## config.mk

```make
export PLATFORM = sky130hd
export DESIGN_NAME = controle_noite
export DESIGN_NICKNAME = d
export VERILOG_FILES = /design/src/rtl/pkg_lobinho.sv /design/src/rtl/valida_alvo.sv /design/src/rtl/controle_noite.sv
export SDC_FILE = /design/constraint.sdc
export NUM_CORES = 1
export LEC_CHECK = 0
export CAP_MARGIN = 40
export CORE_MARGIN = 5
export CORE_UTILIZATION = 42
export DETAILED_ROUTE_END_ITERATION = 10
export PLACE_DENSITY = 0.78
export SLEW_MARGIN = 15
export SYNTH_ARGS = -nofsm -noshare
export SYNTH_HDL_FRONTEND = slang
export SYNTH_HIERARCHICAL = 1
export SYNTH_SLANG_ARGS = --single-unit
```

## constraint.sdc

```tcl
create_clock -name clock -period 2.6 [get_ports clock]
set_input_delay 0.26 -clock clock [delete_from_list [all_inputs] [get_ports clock]]
set_output_delay 0.26 -clock clock [all_outputs]
set_load 0.1 [all_outputs]
```

## src/rtl/pkg_lobinho.sv

```systemverilog
// Shared definitions for the werewolf night controller: class encoding,
// FSM state encoding (doubles as the 7-segment debug code) and default sizing.
package pkg_lobinho;

    localparam int unsigned N_JOGADORES_PADRAO = 5;

    localparam logic [1:0] CLASSE_ALDEAO  = 2'd0;
    localparam logic [1:0] CLASSE_LOBO    = 2'd1;
    localparam logic [1:0] CLASSE_MEDICO  = 2'd2;
    localparam logic [1:0] CLASSE_VIDENTE = 2'd3;

    typedef enum logic [3:0] {
        StOcioso  = 4'd0,
        StAvalia  = 4'd1,
        StMostra  = 4'd2,
        StAcao    = 4'd3,
        StProximo = 4'd4,
        StResolve = 4'd5,
        StFim     = 4'd6
    } estado_t;

endpackage

```

## src/rtl/valida_alvo.sv

```systemverilog
// Target legality check shared by wolf, doctor and seer: in range, alive and,
// unless permite_proprio is set, not the acting player.
module valida_alvo #(
    parameter int unsigned N_JOGADORES = 5,
    parameter int unsigned ID_W        = 3
) (
    input  logic [ID_W-1:0]        escolha,
    input  logic [ID_W-1:0]        jogador,
    input  logic [N_JOGADORES-1:0] vivos,
    input  logic                   permite_proprio,
    output logic                   valido
);

    logic vivo;

    always_comb begin
        // Out-of-range indices match no entry and so read as dead.
        vivo = 1'b0;
        for (int unsigned i = 0; i < N_JOGADORES; i++) begin
            if (escolha == ID_W'(i)) begin
                vivo = vivos[i];
            end
        end
        valido = vivo && (permite_proprio || (escolha != jogador));
    end

endmodule

```

## src/rtl/controle_noite.sv

```systemverilog
// Night-round sequencer: walks the players, gates class display and actions,
// latches wolf/doctor targets and resolves the death. VIDENTE_EN adds the seer.
module controle_noite
    import pkg_lobinho::*;
#(
    parameter int unsigned N_JOGADORES = N_JOGADORES_PADRAO,
    parameter int unsigned ID_W        = 3
) (
    input  logic                     clock,
    input  logic                     reset,
    input  logic                     iniciar,
    input  logic                     passa,
    input  logic [ID_W-1:0]          escolha,
    input  logic                     escolha_valida,
    input  logic [2*N_JOGADORES-1:0] classes,
    input  logic [N_JOGADORES-1:0]   vivos_in,
    output logic [ID_W-1:0]          jogador_atual,
    output logic                     mostra_classe,
    output logic                     limpa_escolha,
    output logic [ID_W-1:0]          atacado,
    output logic [ID_W-1:0]          protegido,
    output logic [ID_W-1:0]          morto,
    output logic                     morto_valido,
    output logic [N_JOGADORES-1:0]   vivos_out,
    output logic                     fim_noite,
    output logic                     ocupado,
`ifdef VIDENTE_EN
    output logic [1:0]               revelacao,
    output logic                     revelacao_valida,
`endif
    output logic [3:0]               db_estado
);

    estado_t                estado_q, estado_d;
    logic [ID_W-1:0]        jogador_q, jogador_d;
    logic [N_JOGADORES-1:0] mascara_q, mascara_d;
    logic [ID_W-1:0]        atacado_q, atacado_d;
    logic                   atq_v_q, atq_v_d;
    logic [ID_W-1:0]        protegido_q, protegido_d;
    logic                   prot_v_q, prot_v_d;
    logic [ID_W-1:0]        morto_q, morto_d;
    logic                   morto_valido_q, morto_valido_d;
    logic [N_JOGADORES-1:0] vivos_out_q, vivos_out_d;

    logic [1:0]             classe_atual;
    logic                   vivo_atual;
    logic [N_JOGADORES-1:0] atacado_onehot;
    logic                   alvo_ok;

`ifdef VIDENTE_EN
    logic [1:0] revelacao_q, revelacao_d;
    logic       rev_v_q, rev_v_d;
    logic [1:0] classe_escolha;

    always_comb begin
        classe_escolha = CLASSE_ALDEAO;
        for (int unsigned i = 0; i < N_JOGADORES; i++) begin
            if (escolha == ID_W'(i)) begin
                classe_escolha = classes[2*i +: 2];
            end
        end
    end
`endif

    always_comb begin
        classe_atual   = CLASSE_ALDEAO;
        vivo_atual     = 1'b0;
        atacado_onehot = '0;
        for (int unsigned i = 0; i < N_JOGADORES; i++) begin
            if (jogador_q == ID_W'(i)) begin
                classe_atual = classes[2*i +: 2];
                vivo_atual   = mascara_q[i];
            end
            atacado_onehot[i] = (atacado_q == ID_W'(i));
        end
    end

    valida_alvo #(
        .N_JOGADORES (N_JOGADORES),
        .ID_W        (ID_W)
    ) u_valida_alvo (
        .escolha         (escolha),
        .jogador         (jogador_q),
        .vivos           (mascara_q),
        .permite_proprio (classe_atual == CLASSE_MEDICO),
        .valido          (alvo_ok)
    );

    always_comb begin
        estado_d       = estado_q;
        jogador_d      = jogador_q;
        mascara_d      = mascara_q;
        atacado_d      = atacado_q;
        atq_v_d        = atq_v_q;
        protegido_d    = protegido_q;
        prot_v_d       = prot_v_q;
        morto_d        = morto_q;
        morto_valido_d = morto_valido_q;
        vivos_out_d    = vivos_out_q;
`ifdef VIDENTE_EN
        revelacao_d    = revelacao_q;
        rev_v_d        = rev_v_q;
`endif
        unique case (estado_q)
            StOcioso: begin
                if (iniciar) begin
                    mascara_d      = vivos_in;
                    atq_v_d        = 1'b0;
                    prot_v_d       = 1'b0;
                    morto_valido_d = 1'b0;
                    jogador_d      = '0;
                    estado_d       = StAvalia;
                end
            end
            StAvalia:  estado_d = vivo_atual ? StMostra : StProximo;
            StMostra: begin
                if (passa) estado_d = StAcao;
            end
            StAcao: begin
                unique case (classe_atual)
                    CLASSE_LOBO: begin
                        // Only the first wolf to act picks the victim.
                        if (escolha_valida && alvo_ok) begin
                            if (!atq_v_q) begin
                                atacado_d = escolha;
                                atq_v_d   = 1'b1;
                            end
                            estado_d = StProximo;
                        end
                    end
                    CLASSE_MEDICO: begin
                        if (escolha_valida && alvo_ok) begin
                            protegido_d = escolha;
                            prot_v_d    = 1'b1;
                            estado_d    = StProximo;
                        end
                    end
`ifdef VIDENTE_EN
                    CLASSE_VIDENTE: begin
                        if (rev_v_q) begin
                            if (passa) begin
                                revelacao_d = '0;
                                rev_v_d     = 1'b0;
                                estado_d    = StProximo;
                            end
                        end else if (escolha_valida && alvo_ok) begin
                            revelacao_d = classe_escolha;
                            rev_v_d     = 1'b1;
                        end
                    end
                    CLASSE_ALDEAO: begin
                        if (passa) estado_d = StProximo;
                    end
`else
                    CLASSE_ALDEAO, CLASSE_VIDENTE: begin
                        if (passa) estado_d = StProximo;
                    end
`endif
                endcase
            end
            StProximo: begin
                if (jogador_q == ID_W'(N_JOGADORES - 1)) begin
                    estado_d = StResolve;
                end else begin
                    jogador_d = jogador_q + ID_W'(1);
                    estado_d  = StAvalia;
                end
            end
            StResolve: begin
                if (atq_v_q && !(prot_v_q && (protegido_q == atacado_q))) begin
                    morto_d        = atacado_q;
                    morto_valido_d = 1'b1;
                    vivos_out_d    = mascara_q & ~atacado_onehot;
                end else begin
                    morto_valido_d = 1'b0;
                    vivos_out_d    = mascara_q;
                end
                estado_d = StFim;
            end
            StFim:     estado_d = StOcioso;
            default:   estado_d = StOcioso;
        endcase
    end

    always_ff @(posedge clock) begin
        if (!reset) begin
            estado_q       <= StOcioso;
            jogador_q      <= '0;
            mascara_q      <= '1;
            atacado_q      <= '0;
            atq_v_q        <= 1'b0;
            protegido_q    <= '0;
            prot_v_q       <= 1'b0;
            morto_q        <= '0;
            morto_valido_q <= 1'b0;
            vivos_out_q    <= '1;
`ifdef VIDENTE_EN
            revelacao_q    <= '0;
            rev_v_q        <= 1'b0;
`endif
        end else begin
            estado_q       <= estado_d;
            jogador_q      <= jogador_d;
            mascara_q      <= mascara_d;
            atacado_q      <= atacado_d;
            atq_v_q        <= atq_v_d;
            protegido_q    <= protegido_d;
            prot_v_q       <= prot_v_d;
            morto_q        <= morto_d;
            morto_valido_q <= morto_valido_d;
            vivos_out_q    <= vivos_out_d;
`ifdef VIDENTE_EN
            revelacao_q    <= revelacao_d;
            rev_v_q        <= rev_v_d;
`endif
        end
    end

    assign jogador_atual = jogador_q;
    assign mostra_classe = (estado_q == StMostra);
    assign limpa_escolha = (estado_q == StAvalia) && vivo_atual;
    assign atacado       = atacado_q;
    assign protegido     = protegido_q;
    assign morto         = morto_q;
    assign morto_valido  = morto_valido_q;
    assign vivos_out     = vivos_out_q;
    assign fim_noite     = (estado_q == StFim);
    assign ocupado       = (estado_q != StOcioso);
    assign db_estado     = estado_q;
`ifdef VIDENTE_EN
    assign revelacao        = revelacao_q;
    assign revelacao_valida = rev_v_q;
`endif

endmodule

```

After elaboration in Yosys (flattened, before gate mapping)
Cells that the tools add are included. W data, S select, Z words.

Register bits: 29. Bits of input ports: 23. Output and inout bits: 26. Logic and storage cells: 107.

$add $sub $neg: 1. Eq/ne operators: 31. Mux-type cells: 35. Bitwise operators: 3. Reduce and logical (&&, ||, !) cells: 27.

Operators with widths (count): $pmux W4 S6 (1); $eq A3 B2 Y1 const B (6); $mux W4 (4); $reduce_and A4 Y1 (4); $mux W1 (15); $eq A4 B3 Y1 const B (3); $mux W3 (4); $mux W2 (5); $eq A3 B1 Y1 const B (3); $eq A3 B3 Y1 const B (3); $logic_not A3 Y1 (3); $eq A4 B2 Y1 const B (2); $ne A2 B2 Y1 const B (4); $pmux W4 S2 (1); $ne A3 B3 Y1 const B (2); $pmux W1 S2 (3); $pmux W3 S2 (1); $reduce_and A2 Y1 (3); $reduce_and A3 Y1 (2); $reduce_bool A2 Y1 (3); $and A5 B5 Y5 (1); $logic_and A1 B1 Y1 (5); $mux W5 (1); $not A5 Y5 (1); other kinds (14) (17).

Depth between registers and ports, before layout
Gate-level depths: netlist (run 1).

Depth in word-level cells: 13. Mapped depth: 14. Depth with buffers taken out: 13.

Cells and area by module
Netlist (run 1), hierarchy kept.

Modules (own cells, without submodules): controle_noite (times used 1, cells an instance 184, area each 1577.8 um^2, seq. area each 560.5 um^2); valida_alvo (times used 1, cells an instance 8, area each 80.1 um^2, seq. area each 0.0 um^2).

Least setup slack after synthesis (run 1)
Ideal clock, no wire load.

Kind: register to output. Start point: register jogador_q[1], in the netlist jogador_atual[1]. End point: output port limpa_escolha. Data arrival time: 4163 ps. Data required time: 2340 ps. Path slack: -1823 ps. Cell stages (with the launch flop): 7. Buffers on the path: 0. Cells stage by stage: dfxtp_1 > inv_1 > ha_1 > nand3b_1 > a221oi_2 > a311oi_1 > nor3b_1.

Cells in the longest elaborated chain, start to end: 7. Elaborated cells between the ends (all ways): 11. Classes of those cells: eq/ne (4); mux (5); reduce/logical (2).

Ends and longest elaborated chain: start, declared (RTL line controle_noite.sv:35) `logic [ID_W-1:0] jogador_q, jogador_d;`; start signal, assigned (RTL line controle_noite.sv:203) `jogador_q <= jogador_d;`; $logic_not A3 Y1 (RTL line controle_noite.sv:70) `if (jogador_q == ID_W'(i)) begin`; $mux W1 (4 in series) (RTL line controle_noite.sv:70); $mux W1 * (RTL line controle_noite.sv:70); $logic_and A1 B1 Y1 * (RTL line controle_noite.sv:221) `assign limpa_escolha = (estado_q == StAvalia) && vivo_atual;`; end, declared (RTL line controle_noite.sv:19) `output logic limpa_escolha,`.

Every way passes the cells marked *; elsewhere a longest branch is shown, timed or not.

Worst setup path in the final report (run 1)
Start point: register jogador_q[1], in the netlist jogador_atual[1]. End point: register atacado_q[2], in the netlist atacado[2].

Cells in the longest elaborated chain, start to end: 11. Elaborated cells between the ends (all ways): 17. Classes of those cells: eq/ne (7); mux (5); reduce/logical (5).

Ends and longest elaborated chain: $logic_not A3 Y1 (RTL line controle_noite.sv:70); $mux W2 (5 in series) (RTL line controle_noite.sv:70); $eq A2 B2 Y1 (RTL line controle_noite.sv:85) `.permite_proprio (classe_atual == CLASSE_MEDICO),`; $logic_or A1 B1 Y1 * (RTL line valida_alvo.sv:24) `valido = vivo && (permite_proprio || (escolha != jogador));`; $logic_and A1 B1 Y1 * (RTL line valida_alvo.sv:24); named net alvo_ok (RTL line controle_noite.sv:48) `logic alvo_ok;`; $logic_and A1 B1 Y1 * (RTL line controle_noite.sv:123) `if (escolha_valida && alvo_ok) begin`; $reduce_and A4 Y1 (no source line) *; end signal, assigned (RTL line controle_noite.sv:205) `atacado_q <= atacado_d;`; end, declared (RTL line controle_noite.sv:37) `logic [ID_W-1:0] atacado_q, atacado_d;`.

Mark *: on every way through the listed nets, which the timed path passes. The rest lies on a longest branch. A chain may end at the register's enable or synchronous reset.

==> flow_summary.ini, run 1 <==
[logic_synthesis]
synthCells = 192
synth_cell_types = 52
ys_ff_latch = 28
yosysWarnings = 6
synth.largest_area_cell = dfxtp_1
synth_area_per_cell_um2 = 8.635
synth_top_cell_area_share_pct = 33.81
synth_nets = 222
synth-xor-area-share_pct = 3.547
netlist_area_um2 = 1658
synthAdderAreaFrac_pct = 5.283
synthFlopType = dfxtp_1
yosysSeqAreaShare_pct = 33.81
yosys-top-cells-area = dfxtp_1 34%, nand2_1 7.5%, mux2i_1 7.2%
synth_edf_count = 0
synth_top_family_by_area = simple AND/OR/NAND/NOR gates
synthMuxAreaShare_pct = 8.604
synth-compound-area-share_pct = 15.92
synthArstFlopShare_pct = 0
yosys.area_share.simple_pct = 27.32

[placement]
dpl.hpwl_mm = 3.434
io_buffer_count = 47
post_dp_cell_area_um2 = 2266
gp_congestion = 0.7966

[timing]
finalWorstPathRequiredPeriod_ns = 2.643
finalHoldViolations = 0
relSlewSlack_pct = 52.70
finalClockSkew_ns = 0.007251
tightest_slew_ns = 0.7086
timing.final.setup_violations = 4
report.final.slew_viol_count = 0
timing.fmax_ghz = 0.3783
fin_crit_sh_pct = 101.7
rsz0062_at_grt = true
setup_ws_ns = -0.04321

[layout]
n_antenna_cell = 0
syn_to_final_growth_pct = 46.87
post-route-cell-area_um2 = 2435
drive_gt1_share_pct = 33.86
layout_commonest_cell = buf_4
layout_common_cells = 41 x buf_4, 33 x nand2_1, 25 x dfxtp_1
multi_input_area_um2 = 1162
ff_latch_area_um2 = 571.8
finalNetCount = 282
fillCellCount = 321

[floorplan]
io_pins = 49
die_h_um = 72.83
rows = 22
die_x_um = 72.83
start_util_pct = 44.28
fp.dieArea_um2 = 5303
core_area_um2 = 3744

[clocking]
cts_tree = done
cts_sinks = 28
clk_pin_slew_worst_paths_ns = 0.09
clk_latency_ns = 0.27
htreeDepth = 1
clock_path_buffers = 2
root_buffer = clkbuf_8
cts_hold_buf = 0
cts-buffers-inserted = 3

[setup_path]
worst_setup_path_start_kind = register
path_max_fanout = 4
crit_type = register to register
crit_required_ns = 2.76
end_kind = register
cp_data_arrival_time_ns = 2.81

[routing]
drc = 0
routed_wl_mm = 4.374
detail-route-antenna-nets = 0
vias = 1623
firstDrtPassIters = 4
vias_per_cell = 5.428
drtIter0Drc = 129
drt-wirelength-per-cell_um = 14.63

[global_route]
grt_pass1_wl_mm = 7.231
use_met3_pct = 3.857
use_met2_pct = 29.56
busiest_layer = met2
track_usage_pct = 16.92
grt_overflow = 0
grt_use_met1_pct = 22.19
grt_max_degree = 21
first_global_vias = 1566
antenna_found_initial = 0

[pwr]
p_per_area_nw_per_um2 = 455.2
ir_worst_vdd_mv = 0.3470
power.switching_uw = 392.6
pwr-share-seq_pct = 43.5
p_total_mw = 1.108
p_leak_nw = 1.045
comb_power_share_pct = 32.0
p_sw_share_pct = 35.42
p_int_uw = 715.7
clockPowerShare_pct = 24.5

[outcome]
outcome = finished, violations left
violations = negative setup slack

[flow_run]
drv_cap = 0

[hold_path]
holdCritPathClass = register to register
[timing repair]
item / in CTS / in global routing
gates cloned: 0 / 0
pin swaps: 8 / 8
resized for setup: 10 / 7
buffers inserted: 3 / 0
setup endpoints to repair: 8 / 10
[cells in the mapped netlist (2+ instances only)]
cell type / number
xnor2_2: 2
nand4_1: 4
nor3b_1: 3
nand3_1: 5
nor2_1: 12
inv_1: 7
and4b_1: 2
o22ai_1: 2
a21oi_1: 13
buf_6: 2
buf_4: 2
o21ai_0: 6
a21o_1: 2
nand3b_1: 4
a31oi_1: 2
and3_1: 3
a22oi_1: 3
dfxtp_1: 28
xor2_1: 2
a31o_2: 3
nand2_1: 33
ha_1: 7
mux2i_1: 12
clkbuf_1: 5
[metal layers]
layer	vias up	routed length, um
met1	772	1939
met2	48	2174
met4	0	12
met5	-	0
li1	799	-
met3	4	247
[state kept, by name, summed over array words and instances, names as in the netlist]
| name | cells |
|---|---|
| morto | 3 |
| jogador_atual | 3 |
| db_estado | 3 |
| atq_v_q | 1 |
| morto_valido | 1 |
| mascara_q | 5 |
| prot_v_q | 1 |
| protegido | 3 |
| vivos_out | 5 |
| atacado | 3 |
[cells by family (layout without fill, tap and decap cells)]
family,count (synthesis),in the layout
and+or+nand+nor,82,82
AOI/OAI and AO/OA,39,39
DFF,28,28
buffers and inverters,17,76
muxes,13,13
adders and majority gates,7,7
xor gates and xnor gates,5,5
other,1,1
[path summary, 6_finish.rpt]
check	cells after the start	start	slack (ns)	end
hold reg to reg	2	morto[0]	0.47	morto[0]
hold / removal	2	morto[0]	0.47	morto[0]
setup / recovery	13	jogador_atual[1]	-0.04	atacado[2]
setup reg to reg	13	jogador_atual[1]	-0.04	atacado[2]
[through the flow]
step / std cells / TNS (ns) / util, % / hold WS [ns] / setup WS (ns)
floorplan: 192 / -0.4672 / - / 0.3842 / -0.1146
global placement: 292 / -0.02628 / 60.53 / 0.4503 / -0.02628
detailed placement: 292 / -0.4881 / 60.53 / 0.4483 / -0.1552
CTS: 299 / -0.1344 / 64.00 / 0.4701 / -0.09378
global route: 299 / -0.9757 / 65.04 / 0.4868 / -0.1545
finish: 299 / -0.1265 / 65.04 / 0.4671 / -0.04321
[cell type report]
cell class                      instances  area share [%]
Clock buffer                            4           2.261
Inverter                                7           1.079
Multi-Input combinational cell        147           47.74
Sequential cell                        28           23.48
Tap cell                               48           2.467
Timing Repair Buffer                   65           22.97
[worst max-delay path: stages (launching register included)]
cell,delay [ns]
dfxtp_4,0.37
ha_4,0.16
ha_4,0.15
or2_4,0.23
a21oi_1,0.15
a22oi_2,0.09
a21oi_2,0.19
ha_4,0.18
o41ai_2,0.06
o22ai_1,0.18
and2_4,0.19
nand4_1,0.13
or2_4,0.32
mux2i_1,0.13
[power groups by stage]
| stage | sequential (mW) | clock (mW) | combinational, mW |
|---|---|---|---|
| floorplan | 0.518 | 0 | 0.207 |
| global placement | 0.491 | 0 | 0.333 |
| detailed placement | 0.491 | 0 | 0.337 |
| CTS | 0.481 | 0.273 | 0.352 |
| global route | 0.486 | 0.287 | 0.376 |
| finish | 0.482 | 0.271 | 0.355 |
No activity file was read; power rests on OpenSTA's default activity.
==> run 2, diff against run 1 <==
--- a/config.mk
+++ b/config.mk
@@ -10,6 +10,7 @@
 export CORE_UTILIZATION = 42
 export DETAILED_ROUTE_END_ITERATION = 10
 export PLACE_DENSITY = 0.78
+export SETUP_SLACK_MARGIN = 0.4
 export SLEW_MARGIN = 15
 export SYNTH_ARGS = -nofsm -noshare
 export SYNTH_HDL_FRONTEND = slang
==> run 2 against run 1 <==
The flow still finishes with violations (negative setup slack). Global-route usage is 0.057 points lower. Critical path depth unchanged. Clock skew decreased by 0.0057 ns. Final area grew 0.46%. Sequential power about the same. Non-clock buffer count unchanged. Register-to-register slack lost 0.06 ns. Flip-flop and latch count unchanged. Final cell count is the same. Count of clock-buffer cells in the layout did not move.
==> flow_summary.ini, run 2 (same netlist as run 1, synthesis figures left out) <==
[routing]
drtIter0Drc = 96
detail-route-antenna-nets = 0
vias = 1633
vias_per_cell = 5.462
firstDrtPassIters = 4
drt-wirelength-per-cell_um = 15.59
drc = 0
routed_wl_mm = 4.662

[timing]
timing.fmax_ghz = 0.3703
fin_crit_sh_pct = 103.9
tns_ns = -0.3031
tightest_slew_ns = 0.6709
timing.final.setup_violations = 6
finalWorstPathRequiredPeriod_ns = 2.701
report.final.slew_viol_count = 0
rsz0062_at_grt = true
finalHoldViolations = 0
relSlewSlack_pct = 55.21
whs_ns = 0.4631
setup_ws_ns = -0.1007
finalClockSkew_ns = 0.001523

[setup_path]
crit_path_frequent_cell = ha_4
slowest_delay_ns = 0.37
cp_cell_sequence = ha_4 > ha_4 > or2_4 > a21oi_2 > a22oi_2 > a21o_1 > ha_2 > nor4b_2 > o22ai_1 > and2_4 > mux2i_2 > nor3b_1 > o311a_1
end_kind = register
worst_setup_path_start_kind = register
crit_required_ns = 2.78
slowest_stage = dfxtp_4
cp_data_arrival_time_ns = 2.88
path_max_fanout = 4
crit_type = register to register

[clocking]
clock_path_buffers = 2
clk_latency_ns = 0.28
htreeDepth = 1
cts_sinks = 28
cts_tree = done
cts-buffers-inserted = 3
root_buffer = clkbuf_8
clk_pin_slew_worst_paths_ns = 0.10

[layout]
fillCellCount = 326
post-route-util_pct = 65.34
layout_commonest_cell = buf_4
drive_gt1_share_pct = 36.65
layout_common_cells = 40 x buf_4, 33 x nand2_1, 24 x dfxtp_1
syn_to_final_growth_pct = 47.55
n_antenna_cell = 0
post-route-cell-area_um2 = 2446
finalNetCount = 282
ff_latch_area_um2 = 573.1
multi_input_area_um2 = 1157

[floorplan]
rows = 22
io_pins = 49
core_area_um2 = 3744
die_h_um = 72.83
fp.dieArea_um2 = 5303
die_x_um = 72.83
start_util_pct = 44.28

[outcome]
outcome = finished, violations left
violations = negative setup slack

[placement]
dpl.hpwl_mm = 3.352
gp_congestion = 0.7938
dpl_worst_slack_ns = -0.05227
post_dp_cell_area_um2 = 2251
io_buffer_count = 47

[pwr]
clockPowerShare_pct = 27.0
power.switching_uw = 404.9
p_sw_share_pct = 35.05
comb_power_share_pct = 31.2
p_int_uw = 750.5
p_per_area_nw_per_um2 = 472.4
ir_worst_vdd_mv = 0.2997
pwr-share-seq_pct = 41.8
p_leak_nw = 1.048

[global_route]
grt_max_degree = 21
track_usage_pct = 16.86
grt_pass1_wl_mm = 7.196
first_global_vias = 1531
antenna_found_initial = 0
grt_overflow = 0

[flow_run]
drv_cap = 0

[hold_path]
holdCritPathClass = register to register
run 2: path summary, 6_finish.rpt:
kind	startpoint	end	slack (ns)	depth (start not counted)
worst max-delay path	jogador_atual[1]	db_estado[2]	-0.10	13
worst min-delay path	morto[1]	morto[1]	0.46	2
worst max register to register	jogador_atual[1]	db_estado[2]	-0.10	13
worst min register to register	morto[1]	morto[1]	0.46	2
run 2: what timing repair did:
action                                  CTS  global route
cloned                                    0             0
endpoints found under the setup margin   12            12
resized for setup                         9             8
pin swaps                                 3             3
hold buffers                              0             0
setup buffers                             2             4
run 2: area by class of cell:
cell class                      instances  area share, %
Timing Repair Buffer                   65          23.02
Inverter                                7          1.074
Sequential cell                        28          23.43
Tap cell                               48          2.455
Clock buffer                            4          2.711
Multi-Input combinational cell        147          47.31
run 2: critical path, delay by kind of cell (launching register included):
kind,cells,cell delay (ns)
fa+ha+maj,3,0.51
compound gates,5,0.81
mux,1,0.18
simple gates,4,0.72
flops,1,0.37
run 2: power by group through the flow:
stage	sequential, mW	clock (mW)	combinational (mW)
CTS	0.483	0.318	0.349
finish	0.484	0.312	0.360
global placement	0.493	0	0.336
global route	0.488	0.329	0.384
floorplan	0.518	0	0.210
detailed placement	0.493	0	0.338
run 2: per-stage QoR:
stage / std cells / power [mW]
2_1_floorplan: 192 / 0.7285
3_3_place_gp: 289 / 0.8291
3_5_place_dp: 289 / 0.8312
4_1_cts: 295 / 1.151
5_1_grt: 299 / 1.201
6_report: 299 / 1.155
run 2: routing by layer:
| layer | wire length (um) | global-route usage [%] | up-vias |
|---|---|---|---|
| met5 | 0 | 0 | - |
| met4 | 99 | 2.869 | 0 |
| met1 | 2004 | 23.12 | 775 |
| li1 | - | - | 798 |
| met2 | 2323 | 28.16 | 48 |
| met3 | 234 | 2.755 | 12 |
